## src/rtl/bpred_pkg.sv

```systemverilog
// Shared constants for the branch predictor: next-PC select encodings,
// 2-bit saturating counter states and the counter step helper.
package bpred_pkg;

  // Next-PC source select encodings
  localparam logic [2:0] PCSEL_SEQ   = 3'd0;  // PC+4
  localparam logic [2:0] PCSEL_PRED  = 3'd1;  // IF predicted branch target
  localparam logic [2:0] PCSEL_BR    = 3'd2;  // EX branch target (mispredicted taken)
  localparam logic [2:0] PCSEL_REG   = 3'd3;  // register target (jr/jalr)
  localparam logic [2:0] PCSEL_JMP   = 3'd4;  // jump target
  localparam logic [2:0] PCSEL_RECOV = 3'd5;  // ex_pc+4 (mispredicted not-taken)

  typedef logic [1:0] bhtCtrT;

  // Counter states; the MSB is the taken prediction
  localparam bhtCtrT CTR_SNT   = 2'd0;
  localparam bhtCtrT CTR_WNT   = 2'd1;
  localparam bhtCtrT CTR_WT    = 2'd2;
  localparam bhtCtrT CTR_ST    = 2'd3;
  localparam bhtCtrT CTR_RESET = CTR_WNT;

  // One saturating step towards taken (up) or not-taken
  function automatic bhtCtrT satStep(input bhtCtrT ctr, input logic up);
    bhtCtrT res;
    res = ctr;
    if (up && ctr != CTR_ST) begin
      res = ctr + 2'd1;
    end else if (!up && ctr != CTR_SNT) begin
      res = ctr - 2'd1;
    end
    return res;
  endfunction

endpackage

```

## src/rtl/bht_sat_ctr_array.sv

```systemverilog
// Branch history table: BHT_DEPTH 2-bit saturating counters with one
// combinational read port and one clocked update port. Counters live in
// flops so the whole table can be cleared by the asynchronous reset.
module bht_sat_ctr_array
  import bpred_pkg::*;
#(
  parameter int BHT_DEPTH = 16,
  parameter int IDX_W     = $clog2(BHT_DEPTH)
) (
  input  logic             clk,
  input  logic             rst_n,
  input  logic [IDX_W-1:0] rdIdx,
  output bhtCtrT           rdCtr,
  input  logic             updEn,
  input  logic [IDX_W-1:0] updIdx,
  input  logic             updTaken
);

  bhtCtrT ctrAll [BHT_DEPTH];

  genvar gi;
  generate
    for (gi = 0; gi < BHT_DEPTH; gi++) begin : gEntry
      bhtCtrT ctrReg;

      // Per-entry counter: step on a resolved branch hitting this index
      always_ff @(posedge clk or negedge rst_n) begin
        if (!rst_n) begin
          ctrReg <= CTR_RESET;
        end else if (updEn && (updIdx == IDX_W'(gi))) begin
          ctrReg <= satStep(ctrReg, updTaken);
        end
      end

      assign ctrAll[gi] = ctrReg;
    end
  endgenerate

  // Read returns the pre-update value; no write-to-read bypass
  assign rdCtr = ctrAll[rdIdx];

endmodule

```

## src/rtl/branch_pred_ctrl.sv

```systemverilog
// Branch/jump resolution and next-PC select with a 2-bit BHT predictor.
// Optional statistics counters are built when BPRED_STATS_EN is defined.
module branch_pred_ctrl
  import bpred_pkg::*;
#(
  parameter int BHT_DEPTH = 16,
  parameter int PC_W      = 18
) (
  input  logic            clk,
  input  logic            rst_n,
  input  logic            pred_en,
  input  logic [PC_W-1:0] if_pc,
  input  logic            if_is_branch,
  input  logic            ex_valid,
  input  logic [PC_W-1:0] ex_pc,
  input  logic            ex_branch,
  input  logic            ex_jump,
  input  logic            ex_jr_jalr,
  input  logic            ex_zero,
  input  logic            ex_pred_taken,
  output logic            if_pred_taken,
  output logic [2:0]      pc_sel,
  output logic            flush
`ifdef BPRED_STATS_EN
  ,
  output logic [31:0]     br_cnt,
  output logic [31:0]     mispred_cnt
`endif
);

  localparam int IDX_W = $clog2(BHT_DEPTH);

  logic [IDX_W-1:0] ifIdx;
  logic [IDX_W-1:0] exIdx;
  bhtCtrT           ifCtr;
  logic             exTaken;
  logic             exResolve;
  logic             exMispred;

  // Word-aligned PCs: skip the two byte-offset bits
  assign ifIdx = if_pc[IDX_W+1:2];
  assign exIdx = ex_pc[IDX_W+1:2];

  assign exTaken   = ex_branch & ex_zero;
  assign exResolve = ex_valid & ex_branch;
  assign exMispred = exResolve & (exTaken != ex_pred_taken);

  bht_sat_ctr_array #(
    .BHT_DEPTH (BHT_DEPTH),
    .IDX_W     (IDX_W)
  ) uBht (
    .clk      (clk),
    .rst_n    (rst_n),
    .rdIdx    (ifIdx),
    .rdCtr    (ifCtr),
    .updEn    (exResolve),
    .updIdx   (exIdx),
    .updTaken (exTaken)
  );

  assign if_pred_taken = pred_en & if_is_branch & ifCtr[1];

  // Next-PC priority: EX redirects override the IF prediction
  always_comb begin
    pc_sel = PCSEL_SEQ;
    if (ex_valid && ex_jr_jalr) begin
      pc_sel = PCSEL_REG;
    end else if (ex_valid && ex_jump) begin
      pc_sel = PCSEL_JMP;
    end else if (exMispred && exTaken) begin
      pc_sel = PCSEL_BR;
    end else if (exMispred) begin
      pc_sel = PCSEL_RECOV;
    end else if (if_pred_taken) begin
      pc_sel = PCSEL_PRED;
    end
  end

  // Any EX redirect kills the younger IF/ID instructions
  always_comb begin
    flush = 1'b0;
    case (pc_sel)
      PCSEL_BR, PCSEL_REG, PCSEL_JMP, PCSEL_RECOV: flush = 1'b1;
      default:                                     flush = 1'b0;
    endcase
  end

`ifdef BPRED_STATS_EN
  logic [31:0] brCntReg;
  logic [31:0] mispredCntReg;

  // Resolved-branch and mispredict counters, wrapping modulo 2^32
  always_ff @(posedge clk or negedge rst_n) begin
    if (!rst_n) begin
      brCntReg      <= '0;
      mispredCntReg <= '0;
    end else begin
      if (exResolve) begin
        brCntReg <= brCntReg + 32'd1;
      end
      if (exMispred) begin
        mispredCntReg <= mispredCntReg + 32'd1;
      end
    end
  end

  assign br_cnt      = brCntReg;
  assign mispred_cnt = mispredCntReg;
`endif

endmodule

```

## config.mk

```make
export PLATFORM = sky130hd
export DESIGN_NAME = branch_pred_ctrl
export DESIGN_NICKNAME = d
export VERILOG_FILES = /design/src/rtl/bpred_pkg.sv /design/src/rtl/bht_sat_ctr_array.sv /design/src/rtl/branch_pred_ctrl.sv
export SDC_FILE = /design/constraint.sdc
export NUM_CORES = 1
export LEC_CHECK = 0
export BUFFER_PORTS_ARGS = -buffer_cell sky130_fd_sc_hd__buf_2
export CORE_MARGIN = 1.5
export CORE_UTILIZATION = 50
export DETAILED_ROUTE_END_ITERATION = 10
export PLACE_DENSITY = 0.79
export SYNTH_ARGS = -nofsm -noshare
export SYNTH_HDL_FRONTEND = slang
export SYNTH_HIERARCHICAL = 1
export SYNTH_SLANG_ARGS = --single-unit
```

## constraint.sdc

```tcl
create_clock -name clk -period 3.45 [get_ports clk]
set_clock_uncertainty 0.1 [all_clocks]
set_input_delay 0.5175 -clock clk [delete_from_list [all_inputs] [get_ports clk]]
set_output_delay 0.5175 -clock clk [all_outputs]
set_load 0.005 [all_outputs]
```

After elaboration in Yosys (flattened, before gate mapping)
Cells that the tools add are included.
{"block": "totals", "in_bits": 46, "register_bits": 32}
{"block": "op_classes", "eq_ne": 36, "mux": 41, "addsub": 32, "reduce_logical": 102, "bitwise": 6, "n_lt_le_gt_ge": 1}
{"op": "$mux 2", "n": 34}
{"op": "$reduce_bool 2->1", "n": 32}
{"op": "$logic_and 1x1->1", "n": 51}
{"op": "$add 2x1->2 const B", "n": 16}
{"op": "$eq 4x4->1 const B", "n": 8}
{"op": "$ne 2x2->1 const B", "n": 16}
{"op": "$reduce_and 2->1", "n": 16}
{"op": "$sub 2x1->2 const B", "n": 16}
{"op": "$eq 4x3->1 const B", "n": 4}
{"op": "$mux 3", "n": 4}
{"op": "$bmux 2 s4", "n": 1}
{"op": "$eq 4x2->1 const B", "n": 2}
{"op": "$eq 3x2->1 const B", "n": 2}
{"op": "$eq 3x3->1 const B", "n": 2}
{"op": "$and 1x1->1", "n": 5}
{"op": "$ge 5x5->1 const B", "n": 1}
{"op": "$not 4->5", "n": 1}
{"op": "$eq 4x1->1 const B", "n": 1}
{"op": "$logic_not 4->1", "n": 1}
{"op": "$reduce_or 4->1", "n": 1}
{"op": "$mux 1", "n": 2}
{"op": "$logic_not 1->1", "n": 1}
{"op": "$ne 1x1->1", "n": 1}

Longest topological paths before layout
{"block": "logic_depth", "depth_word": 13, "mapped_depth": 7, "depth_no_buf": 6}

Hierarchy
Netlist, hierarchy kept.
{"mod": "bht_sat_ctr_array", "cells_each": 228, "area_each_um2": 2147.1, "instances": 1, "seq_area_each_um2": 820.8}
{"mod": "branch_pred_ctrl", "cells_each": 17, "area_each_um2": 101.3, "instances": 1, "seq_area_each_um2": 0.0}

Worst setup path after synthesis
Ideal clock, no wire load.
{"block": "synth_path", "path_type": "input-to-output", "start": "in if_pc[2]", "end": "out pc_sel[0]", "t_arrival_ns": 1.938, "slack_ns": 0.894, "cell_stages": 7, "path_buffers": 1, "path_cell_list": "buf_2 -> mux4_2 -> a22oi_1 -> nand3_1 -> and3_2 -> a21oi_2 -> o211ai_1"}
{"block": "synth_via", "elab_chain_cells": 10}
{"item": "start, declared", "line": "branch_pred_ctrl.sv:12", "source": "input logic [PC_W-1:0] if_pc,"}
{"item": "$not 4->5 (not written as such)", "line": "bht_sat_ctr_array.sv:40", "source": "assign rdCtr = ctrAll[rdIdx];"}
{"item": "$bmux 2 s4", "line": "bht_sat_ctr_array.sv:40"}
{"item": "$mux 2 (not written as such) (2 in series)", "line": "bht_sat_ctr_array.sv:40"}
{"item": "net ifCtr[1]", "line": "branch_pred_ctrl.sv:35", "source": "bhtCtrT ifCtr;"}
{"item": "$and 1x1->1", "line": "branch_pred_ctrl.sv:61", "source": "assign if_pred_taken = pred_en & if_is_branch & ifCtr[1];"}
{"item": "net if_pred_taken", "line": "branch_pred_ctrl.sv:21", "source": "output logic if_pred_taken,"}
{"item": "$mux 1", "line": "branch_pred_ctrl.sv:74", "source": "end else if (if_pred_taken) begin"}
{"item": "$mux 3", "line": "branch_pred_ctrl.sv:72", "source": "end else if (exMispred) begin"}
{"item": "$mux 3", "line": "branch_pred_ctrl.sv:70", "source": "end else if (exMispred && exTaken) begin"}
{"item": "$mux 3", "line": "branch_pred_ctrl.sv:68", "source": "end else if (ex_valid && ex_jump) begin"}
{"item": "$mux 3", "line": "branch_pred_ctrl.sv:66", "source": "if (ex_valid && ex_jr_jalr) begin"}
{"item": "end, declared", "line": "branch_pred_ctrl.sv:22", "source": "output logic [2:0] pc_sel,"}
The timed path passes the listed nets, and every way through them passes these cells. The select of a mux whose other input is x is not followed.

Final worst setup path
{"block": "layout_path", "start": "in if_pc[2]", "end": "out pc_sel[0]"}
{"block": "layout_via", "elab_chain_cells": 10}
{"item": "$not 4->5 (not written as such)", "line": "bht_sat_ctr_array.sv:40"}
{"item": "$bmux 2 s4", "line": "bht_sat_ctr_array.sv:40"}
{"item": "$mux 2 (not written as such) (2 in series)", "line": "bht_sat_ctr_array.sv:40"}
{"item": "net ifCtr[1]", "line": "branch_pred_ctrl.sv:35"}
{"item": "$and 1x1->1", "line": "branch_pred_ctrl.sv:61"}
{"item": "$mux 1", "line": "branch_pred_ctrl.sv:74"}
{"item": "$mux 3", "line": "branch_pred_ctrl.sv:72"}
{"item": "$mux 3", "line": "branch_pred_ctrl.sv:70"}
{"item": "$mux 3", "line": "branch_pred_ctrl.sv:68"}
{"item": "$mux 3", "line": "branch_pred_ctrl.sv:66"}
The timed path passes the listed nets, and every way through them passes these cells. The select of a mux whose other input is x is not followed.

==> summary.md <==
| Metric | Value |
|---|---|
| Peak VDD IR | 0.000263 V |
| Initial antenna violation count | 0 |
| Min Tclk post-route | 2.78 ns |
| # clock sinks | 32 |
| Ant. Diodes | 0 |
| FMAX | 0.360 GHz |
| Final worst setup slack | 0.674 ns |
| Hold_ws | 0.181 ns |
| Num CTS Buffers | 5 |
| Die Wd | 68.4 um |
| CP Max Fanout | 4 |
| Least-Margin Pin Slew | 0.708 ns |
| Drt wl/cell | 17.1 um |
| Status | finished, final reports clean |
| Mapped Area | 2140 sq um |
| Critical Path RT | 2.83 ns |
| Count of input and output buffers | 22 |
| Final core utilization | 56.8% |
| Nets | 294 |
| GP Congestion | 0.835 |
| Layout cell share with drive strength beyond 1 | 24.5% |
| Layout overhead on the synthesized area | 7.90% |
| Register name with the most flops | uBht/gEntry.ctrReg |
| Initial Util | 52.7% |
| Cts hold-fix bufs | 0 |
| Post-detailed-placement cell area | 2220 sq um |
| Power per cell area | 385 nW/um^2 |
| # rows | 23 |
| CTS tree | built |
| Biggest regs | uBht/gEntry.ctrReg x32 |
| Max reg flops | 32 |
| Die area | 4680 sq um |
| Min-Delay Path Class | input port to asynchronous set/reset pin |
| Vias per std cell | 6.41 |
| Critical R2R Launch | uBht/gEntry[0].ctrReg[0]$_DFFE_PN1P_ |
| Root buffer cell | clkbuf_8 |
| Post-CTS Setup Inserts | 0 |
| Largest net degree at the start of global routing | 33 |
| RSZ-0062 raised after global routing | false |
| Drt total wl | 5110 um |
| Clock slew at reported path FFs | 0.07 ns |
| Critical Path Source | if_pc[2] |
| DRT iter0 DRCs | 191 |
| Rel. slew slack | 52.8% |
| Setup Viol. Count Final | 0 |
| Chip Height | 68.4 um |
| Fin. max-slew vios | 0 |
| First-pass GRT wire length | 8300 um |
| Vias in the first global route | 1651 |
| Htree depth | 2 |
| Worst setup EP type | output port |
| Clock buffer depth | 2 |
| Dpl hpwl | 3320 um |
| Grt met3 use | 3.62% |
| Post-CTS resize count | 0 |
| Gr ovfl total | 0 |
| Critical path type | input port to output port |
| Post-layout instance area | 2310 sq um |
| Global routing usage on met1 | 36.1% |
| Core ar. | 4060 sq um |
| Vias | 1918 |
| Antenna viol nets, final | 0 |
| Max-Cap Viols | 0 |
| Clock Latency Late Sink | 0.29 ns |
| Grt met2 use | 36.4% |
| Final Hold Fails | 0 |
| Fin crit share | 80.5% |
| Drt pass-1 iters | 4 |
| Avg Inst Size Synth | 9.02 sq um |
| GRT Resource Usage Total | 24.4% |
| Net Count, Synth | 283 |
| Mapped Cells | 237 |
| GRT Max-Usage Layer | met2 |
| Arr. time, crit path | 2.16 ns |
| Worst setup SP type | input port |
| # IOs | 51 |
| Worst slack, placed | 0.673 ns |
| Lkg Pwr | 0.935 nW |
| Setup TNS | 0 ns |
| Yosys warning count | 6 |
| Remaining routing DRC violations | 0 |
| Layout filler cell count | 362 |
==> layer usage <==
metal / up-vias / part of all wire (%)
li1: 939 / -
met1: 916 / 47
met2: 55 / 46
met3: 8 / 6.1
met4: 0 / 1.2
met5: - / 0
==> cells in the final DEF (no fill, tap or decap), types with 2 or more instances in the layout <==
cell type,count
a211oi_1,3
a21oi_1,3
a221o_1,13
a31o_2,3
a31oi_1,16
and2_1,2
and3b_1,2
buf_2,22
clkbuf_1,2
clkbuf_8,6
dfrtp_1,16
dfstp_2,16
inv_1,14
mux4_2,4
nand2_1,32
nand2b_1,2
nand3_1,7
nand3b_1,2
nor2_1,5
nor2b_1,4
nor3_1,13
nor4_1,12
nor4b_1,2
o21ai_0,2
o22ai_1,13
o31ai_1,15
o31ai_2,2
==> stage by stage <==
step | total power, mW | cells
2_1_floorplan | 0.547 | 237
3_3_place_gp | 0.589 | 291
3_5_place_dp | 0.594 | 291
4_1_cts | 0.892 | 299
5_1_grt | 0.932 | 299
6_report | 0.887 | 299
==> layout make-up <==
class	instances	area [sq um]	area share, %
Timing Repair Buffer	23	118	5.10
Tap cell	50	62.6	2.71
Clock buffer	8	90.1	3.91
Inverter	15	56.3	2.44
Multi-Input combinational cell	171	1160	50.2
Sequential cell	32	821	35.6
==> where the power goes <==
part | switching (mW) | internal (mW)
logic | 0.0825 | 0.0655
clock network | 0.136 | 0.163
registers | 0.0335 | 0.407
total | 0.252 | 0.635
==> path summary, 6_finish.rpt <==
check	slack, ns	cells past startpoint	end
min in group clk	0.46	2	uBht/gEntry[5].ctrReg[0]$_DFFE_PN1P_
max in group asynchronous	2.62	1	uBht/gEntry[14].ctrReg[1]$_DFFE_PN0P_
setup / recovery	0.67	8	pc_sel[0]
setup reg to reg	2.18	3	uBht/gEntry[0].ctrReg[0]$_DFFE_PN1P_
hold reg to reg	0.46	2	uBht/gEntry[5].ctrReg[0]$_DFFE_PN1P_
hold / removal	0.18	1	uBht/gEntry[9].ctrReg[1]$_DFFE_PN0P_
==> critical path, cell delays in order <==
cell and delay (ns):
buf_2 0.19, mux4_2 0.56, a22oi_1 0.20, nand3_1 0.12, and3_2 0.25, a21oi_2 0.10, o211ai_1 0.09, buf_2 0.13
Note: power is estimated with default switching activity, not from simulation.
